## config.mk

```make
export PLATFORM = sky130hd
export DESIGN_NAME = prog_seq_detect_flat
export DESIGN_NICKNAME = d
export VERILOG_FILES = /design/src/rtl/prog_seq_detect_if.sv /design/src/rtl/prog_seq_detect.sv /design/src/flat_wrapper.sv
export SDC_FILE = /design/constraint.sdc
export NUM_CORES = 1
export LEC_CHECK = 0
export ABC_AREA = 1
export CAP_MARGIN = 20
export CORE_AREA = 2 2 61 63
export CTS_CLUSTER_SIZE = 12
export DETAILED_ROUTE_END_ITERATION = 8
export DIE_AREA = 0 0 63 65
export PLACE_DENSITY_LB_ADDON = 0.3
export SYNTH_ARGS = -nofsm -noshare
export SYNTH_HDL_FRONTEND = slang
export SYNTH_SLANG_ARGS = --single-unit
```

## constraint.sdc

```tcl
create_clock -name clk -period 6.4 [get_ports clk]
set_input_delay 1.28 -clock clk [delete_from_list [all_inputs] [get_ports clk]]
set_output_delay 1.28 -clock clk [all_outputs]
set_load 0.02 [all_outputs]
```

## src/rtl/prog_seq_detect_if.sv

```systemverilog
// Bus bundle for prog_seq_detect: serial bit stream, configuration strobe and match outputs.
// din is taken on a rising clk edge when din_valid=1; there is no ready, every valid bit is accepted.
interface prog_seq_detect_if #(
    parameter int MAX_LEN = 8,
    parameter int CNT_W   = 16,
    parameter int LW      = $clog2(MAX_LEN + 1)
);
    logic               en;
    logic               din_valid;
    logic               din;
    logic               cfg_load;
    logic [MAX_LEN-1:0] cfg_pattern;
    logic [LW-1:0]      cfg_len;
    logic               cfg_overlap;
    logic               z;
    logic [CNT_W-1:0]   match_count;

    modport master (
        output en, din_valid, din, cfg_load, cfg_pattern, cfg_len, cfg_overlap,
        input  z, match_count
    );

    modport slave (
        input  en, din_valid, din, cfg_load, cfg_pattern, cfg_len, cfg_overlap,
        output z, match_count
    );
endinterface

```

## src/rtl/prog_seq_detect.sv

```systemverilog
// Programmable Moore serial-pattern detector with run-time pattern, length and overlap mode.
// Optional match counter enabled by defining SEQ_DET_COUNT_EN; otherwise match_count is 0.
module prog_seq_detect #(
    parameter int                 MAX_LEN     = 8,
    parameter int                 DEF_LEN     = 4,
    parameter logic [MAX_LEN-1:0] DEF_PATTERN = 8'b0000_1100,
    parameter bit                 DEF_OVERLAP = 1'b1,
    parameter int                 CNT_W       = 16,
    localparam int                LW          = $clog2(MAX_LEN + 1)
) (
    input  logic                 clk,
    input  logic                 reset,
    prog_seq_detect_if.slave     bus,
    output logic [1:0]           o_dbg_state
);

    typedef enum logic [1:0] {
        S_IDLE  = 2'd0,
        S_FILL  = 2'd1,
        S_HUNT  = 2'd2,
        S_MATCH = 2'd3
    } state_t;

    state_t             r_state;
    logic [MAX_LEN-1:0] r_pat;
    logic [MAX_LEN-1:0] r_hist;
    logic [LW-1:0]      r_len;
    logic [LW-1:0]      r_fill;
    logic               r_ovl;
    logic               r_z;

    logic               w_clr;
    logic [MAX_LEN-1:0] w_hist_base;
    logic [LW-1:0]      w_fill_base;
    logic [MAX_LEN-1:0] w_next_hist;
    logic [MAX_LEN-1:0] w_mask;
    logic               w_match;
    logic [LW-1:0]      w_fill_inc;
    logic [LW-1:0]      w_cfg_len;

    // Non-overlap mode forgets the matched bits before the next bit is considered.
    assign w_clr       = (r_state == S_MATCH) && !r_ovl;
    assign w_hist_base = w_clr ? '0 : r_hist;
    assign w_fill_base = w_clr ? '0 : r_fill;
    assign w_next_hist = {w_hist_base[MAX_LEN-2:0], bus.din};

    always_comb begin
        w_mask = '0;
        for (int i = 0; i < MAX_LEN; i++) begin
            w_mask[i] = (i < int'(r_len));
        end
    end

    assign w_match    = (({1'b0, w_fill_base} + (LW+1)'(1)) >= {1'b0, r_len}) &&
                        (((w_next_hist ^ r_pat) & w_mask) == '0);
    assign w_fill_inc = (w_fill_base >= r_len) ? r_len : w_fill_base + LW'(1);

    always_comb begin
        w_cfg_len = bus.cfg_len;
        if (bus.cfg_len == '0) begin
            w_cfg_len = LW'(1);
        end else if (int'(bus.cfg_len) > MAX_LEN) begin
            w_cfg_len = LW'(MAX_LEN);
        end
    end

    always_ff @(posedge clk or posedge reset) begin
        if (reset) begin
            r_state <= S_IDLE;
            r_pat   <= DEF_PATTERN;
            r_len   <= LW'(DEF_LEN);
            r_ovl   <= DEF_OVERLAP;
            r_hist  <= '0;
            r_fill  <= '0;
            r_z     <= 1'b0;
        end else if (bus.cfg_load) begin
            r_pat   <= bus.cfg_pattern;
            r_len   <= w_cfg_len;
            r_ovl   <= bus.cfg_overlap;
            r_hist  <= '0;
            r_fill  <= '0;
            r_z     <= 1'b0;
            r_state <= bus.en ? S_FILL : S_IDLE;
        end else if (!bus.en) begin
            r_state <= S_IDLE;
            r_hist  <= '0;
            r_fill  <= '0;
            r_z     <= 1'b0;
        end else if (r_state == S_IDLE) begin
            r_state <= S_FILL;
            r_hist  <= '0;
            r_fill  <= '0;
            r_z     <= 1'b0;
        end else if (bus.din_valid) begin
            r_hist <= w_next_hist;
            r_fill <= w_fill_inc;
            if (w_match) begin
                r_state <= S_MATCH;
                r_z     <= 1'b1;
            end else begin
                r_state <= (w_fill_inc == r_len) ? S_HUNT : S_FILL;
                r_z     <= 1'b0;
            end
        end else begin
            r_hist  <= w_hist_base;
            r_fill  <= w_fill_base;
            r_z     <= 1'b0;
            r_state <= (w_fill_base == r_len) ? S_HUNT : S_FILL;
        end
    end

`ifdef SEQ_DET_COUNT_EN
    logic [CNT_W-1:0] r_count;
    logic             w_cnt_inc;

    assign w_cnt_inc = bus.en && (r_state != S_IDLE) && bus.din_valid && w_match;

    always_ff @(posedge clk or posedge reset) begin
        if (reset) begin
            r_count <= '0;
        end else if (bus.cfg_load) begin
            r_count <= '0;
        end else if (w_cnt_inc && (r_count != '1)) begin
            r_count <= r_count + CNT_W'(1);
        end
    end

    assign bus.match_count = r_count;
`else
    assign bus.match_count = '0;
`endif

    assign bus.z       = r_z;
    assign o_dbg_state = r_state;

endmodule

```

## src/flat_wrapper.sv

```systemverilog
// flat-port wrapper written by rule: the top's interface ports become plain ports
module prog_seq_detect_flat 
#(
    parameter int                 MAX_LEN     = 8,
    parameter int                 DEF_LEN     = 4,
    parameter logic [MAX_LEN-1:0] DEF_PATTERN = 8'b0000_1100,
    parameter bit                 DEF_OVERLAP = 1'b1,
    parameter int                 CNT_W       = 16,
    localparam int                LW          = $clog2(MAX_LEN + 1)
)
  (clk, reset, o_dbg_state, bus_en, bus_din_valid, bus_din, bus_cfg_load, bus_cfg_pattern, bus_cfg_len, bus_cfg_overlap, bus_z, bus_match_count);
  prog_seq_detect_if #(.MAX_LEN(MAX_LEN), .CNT_W(CNT_W)) bus_i ();
  input  logic clk;
  input  logic reset;
  output logic [1:0] o_dbg_state;
  input wire logic [$bits(bus_i.en)-1:0] bus_en;
  input wire logic [$bits(bus_i.din_valid)-1:0] bus_din_valid;
  input wire logic [$bits(bus_i.din)-1:0] bus_din;
  input wire logic [$bits(bus_i.cfg_load)-1:0] bus_cfg_load;
  input wire logic [$bits(bus_i.cfg_pattern)-1:0] bus_cfg_pattern;
  input wire logic [$bits(bus_i.cfg_len)-1:0] bus_cfg_len;
  input wire logic [$bits(bus_i.cfg_overlap)-1:0] bus_cfg_overlap;
  output wire logic [$bits(bus_i.z)-1:0] bus_z;
  output wire logic [$bits(bus_i.match_count)-1:0] bus_match_count;
  assign bus_i.en = bus_en;
  assign bus_i.din_valid = bus_din_valid;
  assign bus_i.din = bus_din;
  assign bus_i.cfg_load = bus_cfg_load;
  assign bus_i.cfg_pattern = bus_cfg_pattern;
  assign bus_i.cfg_len = bus_cfg_len;
  assign bus_i.cfg_overlap = bus_cfg_overlap;
  assign bus_z = bus_i.z;
  assign bus_match_count = bus_i.match_count;
  prog_seq_detect #(.MAX_LEN(MAX_LEN), .DEF_LEN(DEF_LEN), .DEF_PATTERN(DEF_PATTERN), .DEF_OVERLAP(DEF_OVERLAP), .CNT_W(CNT_W)) u_core (.clk(clk), .reset(reset), .bus(bus_i), .o_dbg_state(o_dbg_state));
endmodule
```

Word level (Yosys, flattened, before mapping)

Cells that the tools add are included.

$lt $le $gt $ge: 11
Muxes and demuxes: 26
Equal/unequal tests: 3
Add/sub/neg operators: 2
Reduce and logical (&&, ||, !) cells: 6
Bitwise gates (word level): 2

Operators by type and width:

| kind                  | number |
|---|---|
| $mux W7               | 5 |
| $mux W4               | 8 |
| $lt A3 B4 Y1 const A  | 4 |
| $mux W2               | 7 |
| $and A8 B8 Y8         | 1 |
| $eq A4 B4 Y1          | 2 |
| $logic_not A8 Y1      | 1 |
| $lt A1 B4 Y1 const A  | 2 |
| $lt A2 B4 Y1 const A  | 2 |
| $xor A8 B8 Y8         | 1 |
| $mux W1               | 6 |
| $add A4 B1 Y5 const B | 1 |
| $ge A5 B4 Y1          | 1 |
| $add A4 B1 Y4 const B | 1 |
| $ge A4 B4 Y1          | 1 |
| $gt A4 B4 Y1 const B  | 1 |
| $logic_not A4 Y1      | 1 |
| $eq A2 B2 Y1 const B  | 1 |
| $logic_and A1 B1 Y1   | 2 |
| $logic_not A2 Y1      | 1 |
| $logic_not A1 Y1      | 1 |

Register bits after elaboration: 27
Output and inout port bits: 19
Logic and storage cells: 57
Input bits: 19

Logic depth before layout (Yosys ltp)

Gate-level depths: netlist of the first run.

Depth after elaboration: 12
Depth in mapped cells: 17
Gate-level depth less buffers: 17

Least setup slack after synthesis of the first run

No wires, ideal clock.

Path type: input port to flip-flop
From: input port bus_en
To: register u_core.r_fill[0]
Slack: 4137 ps
Path buffers: 0
Stages on the path: 6
Data required time: 6336 ps
Arrival time: 2199 ps
Setup time: 64 ps
Path through: inv_1 > nor3_1 > inv_1 > a21oi_1 > o21ai_0 > inv_1

Cells in the longest elaborated chain, start to end: 2

RTL lines:

| element              | RTL line               | source |
|---|---|---|
| from (decl)          | flat_wrapper.sv:16     | `input wire logic [$bits(bus_i.en)-1:0] bus_en;` |
| $mux W4              | prog_seq_detect.sv:84  | `end else if (!bus.en) begin` |
| $mux W4              | prog_seq_detect.sv:76  | `end else if (bus.cfg_load) begin` |
| to (signal assigned) | prog_seq_detect.sv:96  | `r_fill <= w_fill_inc;` |
| to (signal assigned) | prog_seq_detect.sv:106 | `r_fill <= w_fill_base;` |
| to (decl)            | prog_seq_detect.sv:28  | `logic [LW-1:0] r_fill;` |

Every way passes these cells.
A chain may end at the register's enable or synchronous reset.

Worst setup path after layout of the first run

From: input port bus_cfg_load
To: register u_core.r_fill[0]

Cells in the longest elaborated chain, start to end: 1

RTL lines:

| element     | RTL line              | source |
|---|---|---|
| from (decl) | flat_wrapper.sv:19    | `input wire logic [$bits(bus_i.cfg_load)-1:0] bus_cfg_load;` |
| $mux W4     | prog_seq_detect.sv:76 |  |

Every way passes these cells.

==> impl_metrics.env, run 1 <==
export IMPL_multiInputGateArea_um2=896
export IMPL_dpl_hpwl_mm=2.75
export IMPL_slew_headroom_pct=33.6
export IMPL_mostFrequentLayoutCells="nand2_1, inv_1, o21ai_0, dfrtp_1, clkdlybuf4s50_1"
export IMPL_synth_area_um2=1830
export IMPL_track_usage_pct=20.9
export IMPL_yosysTopAreaCell="dfrtp_1"
export IMPL_antenna_found_initial=0
export IMPL_port_buffers=21
export IMPL_synth_top_area_share_pct=31.5
export IMPL_hold_class="register to register"
export IMPL_initial_core_util_pct=52.2
export IMPL_cap_violations=0
export IMPL_grt_max_degree=28
export IMPL_slew_violations=0
export IMPL_grt_pass1_wl_mm=6.82
export IMPL_numCtsBuffers=3
export IMPL_crit_chain="clkdlybuf4s50_1 > nor3_1 > inv_1 > a21oi_1 > o21ai_0 > inv_1"
export IMPL_total_power_uw=363
export IMPL_holdWs_ns=0.507
export IMPL_die_height_um=65
export IMPL_tightest_slew_ns=0.988
export IMPL_crit_type="primary input to register"
export IMPL_firstDrtPassIters=4
export IMPL_yosys_most_used_dff="dfrtp_1"
export IMPL_cpMostUsedCell="inv_1"
export IMPL_cts_hold_buffers=0
export IMPL_slowest_stage="nor3_1"
export IMPL_outcome="finished clean"
export IMPL_cp_max_fo=23
export IMPL_ios=38
export IMPL_setup_violations=0
export IMPL_synth_area_leaders="dfrtp_1, nand2_1, inv_1, buf_4, o21ai_0"
export IMPL_layout_commonest_cell="nand2_1"
export IMPL_wl_per_cell_um=11.7
export IMPL_die_area_um2=4100
export IMPL_h_tree_depth=1
export IMPL_clock_latency_ns=0.32
export IMPL_synth_edf_count=0
export IMPL_async_reset_ff_share_pct=100
export IMPL_core_area_um2=3500
export IMPL_clock_sinks=27
export IMPL_r2r_slack_ns=3.92
export IMPL_clk_pin_slew_worst_paths_ns=0.15
export IMPL_rows=22
export IMPL_pre_cts_slack_ns=2.80
export IMPL_syn_inst=255
export IMPL_finish_net_count=300
export IMPL_route_final_wire_length_mm=3.78
export IMPL_power_leakage_uw=0.00109
export IMPL_seqCellArea_um2=681
export IMPL_cts_resized=0
export IMPL_ys_seq_area_share_pct=37.3
export IMPL_grt_pass1_vias=1539
export IMPL_post_route_util_pct=58.3
export IMPL_finalCriticalPeriod_ns=3.26
export IMPL_setup_tns_ns=0
export IMPL_yosysUniqueCellTypes=30
export IMPL_cts_tree="yes"
export IMPL_worst_path_largest_cell_delay_ns=0.95
export IMPL_crit_required_ns=6.68
export IMPL_antenna_left=0
export IMPL_cts_root_buf="clkbuf_4"
export IMPL_diodes=0
export IMPL_post_cts_buffers=0
export IMPL_finalClockSkew_ns=0.0101
export IMPL_drc=0
export IMPL_powerDensity_nw_per_um2=178
export IMPL_rsz0062_at_grt="false"
export IMPL_drive_gt1_share_pct=6.57
export IMPL_ys_seq_elements=27
export IMPL_gr_total_overflow=0
export IMPL_viasPerCell=4.85
export IMPL_r2r_end="u_core.o_dbg_state[0]$_DFF_PP0_"
export IMPL_cp_end_kind="register"
export IMPL_avgSynthCellArea_um2=7.16
export IMPL_die_x_um=63
export IMPL_regToRegStartpoint="u_core.r_ovl$_DFFE_PP1P_"
export IMPL_endpoint="u_core.r_fill[0]$_DFF_PP0_"
export IMPL_fin_crit_sh_pct=51.0
export IMPL_setup_ws_ns=3.14
export IMPL_drt_iter0_markers=36
export IMPL_hold_viol_final=0
export IMPL_cts_path_max_buffers=2
export IMPL_crit_path_start="bus_cfg_load"
export IMPL_area_delta_synth_final_pct=11.7
export IMPL_cp_start_kind="primary input"
export IMPL_vias=1563
export IMPL_fmax_mhz=307
export IMPL_gp_congestion=0.924
export IMPL_critPathArrivalTime_ns=3.54
export IMPL_peakVddDrop_mv=0.0898
export IMPL_fillCellCount=346
export IMPL_synth_warnings=0
export IMPL_reg2reg_depth=15
[registers in the layout, summed over array words and instances, names as in the netlist]
register	flops
u_core.r_pat	8
u_core.r_fill	4
u_core.o_dbg_state	2
u_core.r_hist	7
u_core.bus.z	1
u_core.r_ovl	1
u_core.r_len	4
[through the flow]
stage / cells / area, um2
after global placement: 317 / 2000
after CTS: 321 / 2020
after detailed placement: 317 / 2000
final: 322 / 2040
after floorplan: 270 / 1880
after global routing: 322 / 2040
[final cells by class]
type	count	area share [%]
inverter	40	7.37
clock buffer	4	1.29
multi-input combinational	181	44.0
sequential	27	33.4
timing repair buffer	22	11.0
tap	48	2.95
[synthesized netlist by cell type, types with 3 or more instances]
cell type / number
a21oi_1: 15
buf_4: 17
clkbuf_1: 3
dfrtp_1: 23
dfstp_2: 4
ha_1: 6
inv_1: 39
nand2_1: 69
nand3_1: 18
nand4_1: 3
nor2_1: 10
o21ai_0: 25
o22ai_1: 3
[report_power, final]
group / internal, uW / switching, uW / total [uW]
clock network: 24.4 / 50.5 / 74.9
logic: 35.6 / 62.6 / 98.2
registers: 182 / 7.56 / 189
total: 242 / 121 / 363
[worst max-delay path, delay by kind of cell]
kind	cells	cell delay, ns
buffers and inverters	3	1.06
AND/OR/NAND/NOR	1	0.95
AO/OA/AOI/OAI	2	0.25
[kinds of logic (layout without fill, tap and decap cells)]
group                    after synthesis  after routing  share of synthesized area (%)
AO/OA/AOI/OAI                         48             48                           14.0
XOR/XNOR                               1              1                          0.480
adder cells (fa/ha/maj)                6              6                           4.11
buffers and inverters                 62             66                           16.7
flip-flops                            27             27                           37.3
other                                  1             16                          0.205
AND/OR/NAND/NOR                      110            110                           27.2
[per-layer routing]
metal | part of all wire [%] | vias up | routed length [um] | track usage [%]
met5 | 0 | - | 0 | 0
met4 | 1.1 | 0 | 40 | 4.72
met3 | 4.4 | 6 | 165 | 2.43
met2 | 48 | 44 | 1800 | 35.9
met1 | 47 | 691 | 1770 | 28.3
li1 | - | 822 | - | -
[worst min path at each step]
| stage | slack [ns] | start | to | depth (start not counted) |
|---|---|---|---|---|
| 2_1_floorplan | 0.46 | u_core.r_pat[0]$_DFFE_PP0P_ | u_core.r_pat[0]$_DFFE_PP0P_ | 2 |
| 3_3_place_gp | 0.48 | u_core.r_pat[0]$_DFFE_PP0P_ | u_core.r_pat[0]$_DFFE_PP0P_ | 2 |
| 3_5_place_dp | 0.49 | u_core.r_pat[0]$_DFFE_PP0P_ | u_core.r_pat[0]$_DFFE_PP0P_ | 2 |
| 4_1_cts | 0.51 | u_core.r_pat[3]$_DFFE_PP1P_ | u_core.r_pat[3]$_DFFE_PP1P_ | 2 |
| 5_1_grt | 0.54 | u_core.r_pat[0]$_DFFE_PP0P_ | u_core.r_pat[0]$_DFFE_PP0P_ | 2 |
| 6_report | 0.51 | u_core.r_pat[3]$_DFFE_PP1P_ | u_core.r_pat[3]$_DFFE_PP1P_ | 2 |
Power figures use the tool's default switching activity.
==> inputs of run 2 (changes only) <==
CORE_AREA = 2 2 63 65   (was 2 2 61 63)
DIE_AREA = 0 0 65 67   (was 0 0 63 65)
clock period = 3.21 ns   (was 6.4 ns; I/O delays follow)
==> impl_metrics.env, run 2 (same netlist as run 1, synthesis figures left out) <==
export IMPL_outcome="finished clean"
export IMPL_antenna_left=0
export IMPL_rows=22
export IMPL_power_leakage_uw=0.00111
export IMPL_placed_cells=321
export IMPL_cts_resized=0
export IMPL_seqCellArea_um2=681
export IMPL_track_usage_pct=19.9
export IMPL_post_route_cell_area_um2=2070
export IMPL_placed_area_um2=2030
export IMPL_slowest_stage="dfstp_2"
export IMPL_initial_core_util_pct=50.6
export IMPL_core_area_um2=3610
export IMPL_critPathArrivalTime_ns=2.61
export IMPL_powerDensity_nw_per_um2=372
export IMPL_h_tree_depth=1
export IMPL_vias=1596
export IMPL_viasPerCell=4.91
export IMPL_cp_end_kind="register"
export IMPL_gr_total_overflow=0
export IMPL_finalClockSkew_ns=0.00465
export IMPL_mostFrequentLayoutCells="nand2_1, inv_1, o21ai_0, dfrtp_1, clkdlybuf4s50_1"
export IMPL_grt_pass1_wl_mm=6.73
export IMPL_crit_family="simple AND/OR/NAND/NOR gates"
export IMPL_cts_hold_buffers=0
export IMPL_fillCellCount=356
export IMPL_multiInputGateArea_um2=896
export IMPL_path_buf_inv=2
export IMPL_reg2reg_depth=15
export IMPL_clock_sinks=27
export IMPL_cpMostUsedCell="nand2_1"
export IMPL_r2r_slack_ns=0.80
export IMPL_finalCriticalPeriod_ns=2.41
export IMPL_cp_max_fo=19
export IMPL_setup_tns_ns=0
export IMPL_ios=38
export IMPL_cts_tree="yes"
export IMPL_drive_gt1_share_pct=7.58
export IMPL_hold_viol_final=0
export IMPL_gp_congestion=0.898
export IMPL_cp_start_kind="register"
export IMPL_drc=0
export IMPL_slew_violations=0
export IMPL_cap_violations=0
export IMPL_min_to="u_core.r_pat[3]$_DFFE_PP1P_"
export IMPL_setup_violations=0
export IMPL_firstDrtPassIters=4
export IMPL_fin_crit_sh_pct=75.2
export IMPL_path_depth=15
export IMPL_cts_root_buf="clkbuf_8"
export IMPL_peakVddDrop_mv=0.252
export IMPL_crit_chain="inv_1 > nand3_4 > nand2_1 > ha_1 > inv_1 > nor2_1 > nand3_2 > nand2_2 > nor2_4 > nand3_1 > nand2_1 > nor2_1 > nand2_1 > nand2_1 > a21oi_2"
export IMPL_wl_per_cell_um=12.0
export IMPL_die_area_um2=4360
export IMPL_diodes=0
export IMPL_cts_path_max_buffers=2
export IMPL_area_delta_synth_final_pct=13.5
export IMPL_route_final_wire_length_mm=3.91
export IMPL_hold_class="register to register"
export IMPL_fmax_mhz=414
export IMPL_die_x_um=65
export IMPL_reg_top3="u_core.r_pat (8), u_core.r_hist (7)"
export IMPL_dpl_hpwl_mm=2.96
export IMPL_finish_net_count=303
export IMPL_hold_depth=2
export IMPL_regMostFlops="u_core.r_pat"
export IMPL_regToRegStartpoint="u_core.r_ovl$_DFFE_PP1P_"
export IMPL_drt_iter0_markers=101
export IMPL_post_cts_buffers=0
export IMPL_worst_path_largest_cell_delay_ns=0.52
export IMPL_crit_type="register to register"
export IMPL_clock_latency_ns=0.27
export IMPL_hold_start="u_core.r_pat[3]$_DFFE_PP1P_"
export IMPL_grt_max_degree=28
export IMPL_die_height_um=67
export IMPL_largest_reg_flops=8
export IMPL_rsz0062_at_grt="false"
export IMPL_clk_pin_slew_worst_paths_ns=0.09
export IMPL_layout_commonest_cell="nand2_1"
export IMPL_port_buffers=21
export IMPL_final_cells=325
export IMPL_grt_pass1_vias=1511
export IMPL_antenna_found_initial=0
export IMPL_crit_required_ns=3.41
export IMPL_r2r_end="u_core.o_dbg_state[0]$_DFF_PP0_"
export IMPL_numCtsBuffers=3
-- run 2: how the worst max path moves through the flow --
stage,from,to
after detailed placement,u_core.r_ovl$_DFFE_PP1P_,u_core.o_dbg_state[0]$_DFF_PP0_
after global placement,u_core.r_ovl$_DFFE_PP1P_,u_core.o_dbg_state[0]$_DFF_PP0_
after floorplan,u_core.o_dbg_state[1]$_DFF_PP0_,u_core.o_dbg_state[0]$_DFF_PP0_
after CTS,u_core.r_ovl$_DFFE_PP1P_,u_core.o_dbg_state[0]$_DFF_PP0_
after global routing,u_core.r_ovl$_DFFE_PP1P_,u_core.o_dbg_state[0]$_DFF_PP0_
final,u_core.r_ovl$_DFFE_PP1P_,u_core.o_dbg_state[0]$_DFF_PP0_
-- run 2: layout make-up --
cell class | instances | share of cell area (%)
clock buffer | 4 | 2.17
inverter | 40 | 7.25
multi-input combinational | 181 | 43.2
sequential | 27 | 32.9
tap | 48 | 2.90
timing repair buffer | 25 | 11.6
-- run 2: power breakdown --
group	leakage [uW]	switching, uW	internal [uW]
Combinational	0.000748	127	72.5
Clock	0.0000228	104	88.8
Sequential	0.000343	15.2	362
-- run 2: tightest hold or removal path, stage by stage (launching register included) --
cell	delay, ns
dfstp_2	0.38
inv_1	0.06
o21ai_0	0.07
-- run 2: per-stage QoR --
stage / hold slack (ns) / util, % / worst slack, ns / total power, uW
2_1_floorplan: 0.461 / - / 1.13 / 540
3_3_place_gp: 0.475 / 56.2 / 0.896 / 577
3_5_place_dp: 0.491 / 56.2 / 0.844 / 581
4_1_cts: 0.511 / 57.5 / 0.817 / 772
5_1_grt: 0.532 / 57.5 / 0.582 / 819
6_report: 0.508 / 57.5 / 0.797 / 770
-- run 2: routing by layer --
metal	track usage [%]	wire length [um]
met2	34.7	1760
met3	3.04	298
met4	3.19	19
met1	26.5	1840
met5	0	0
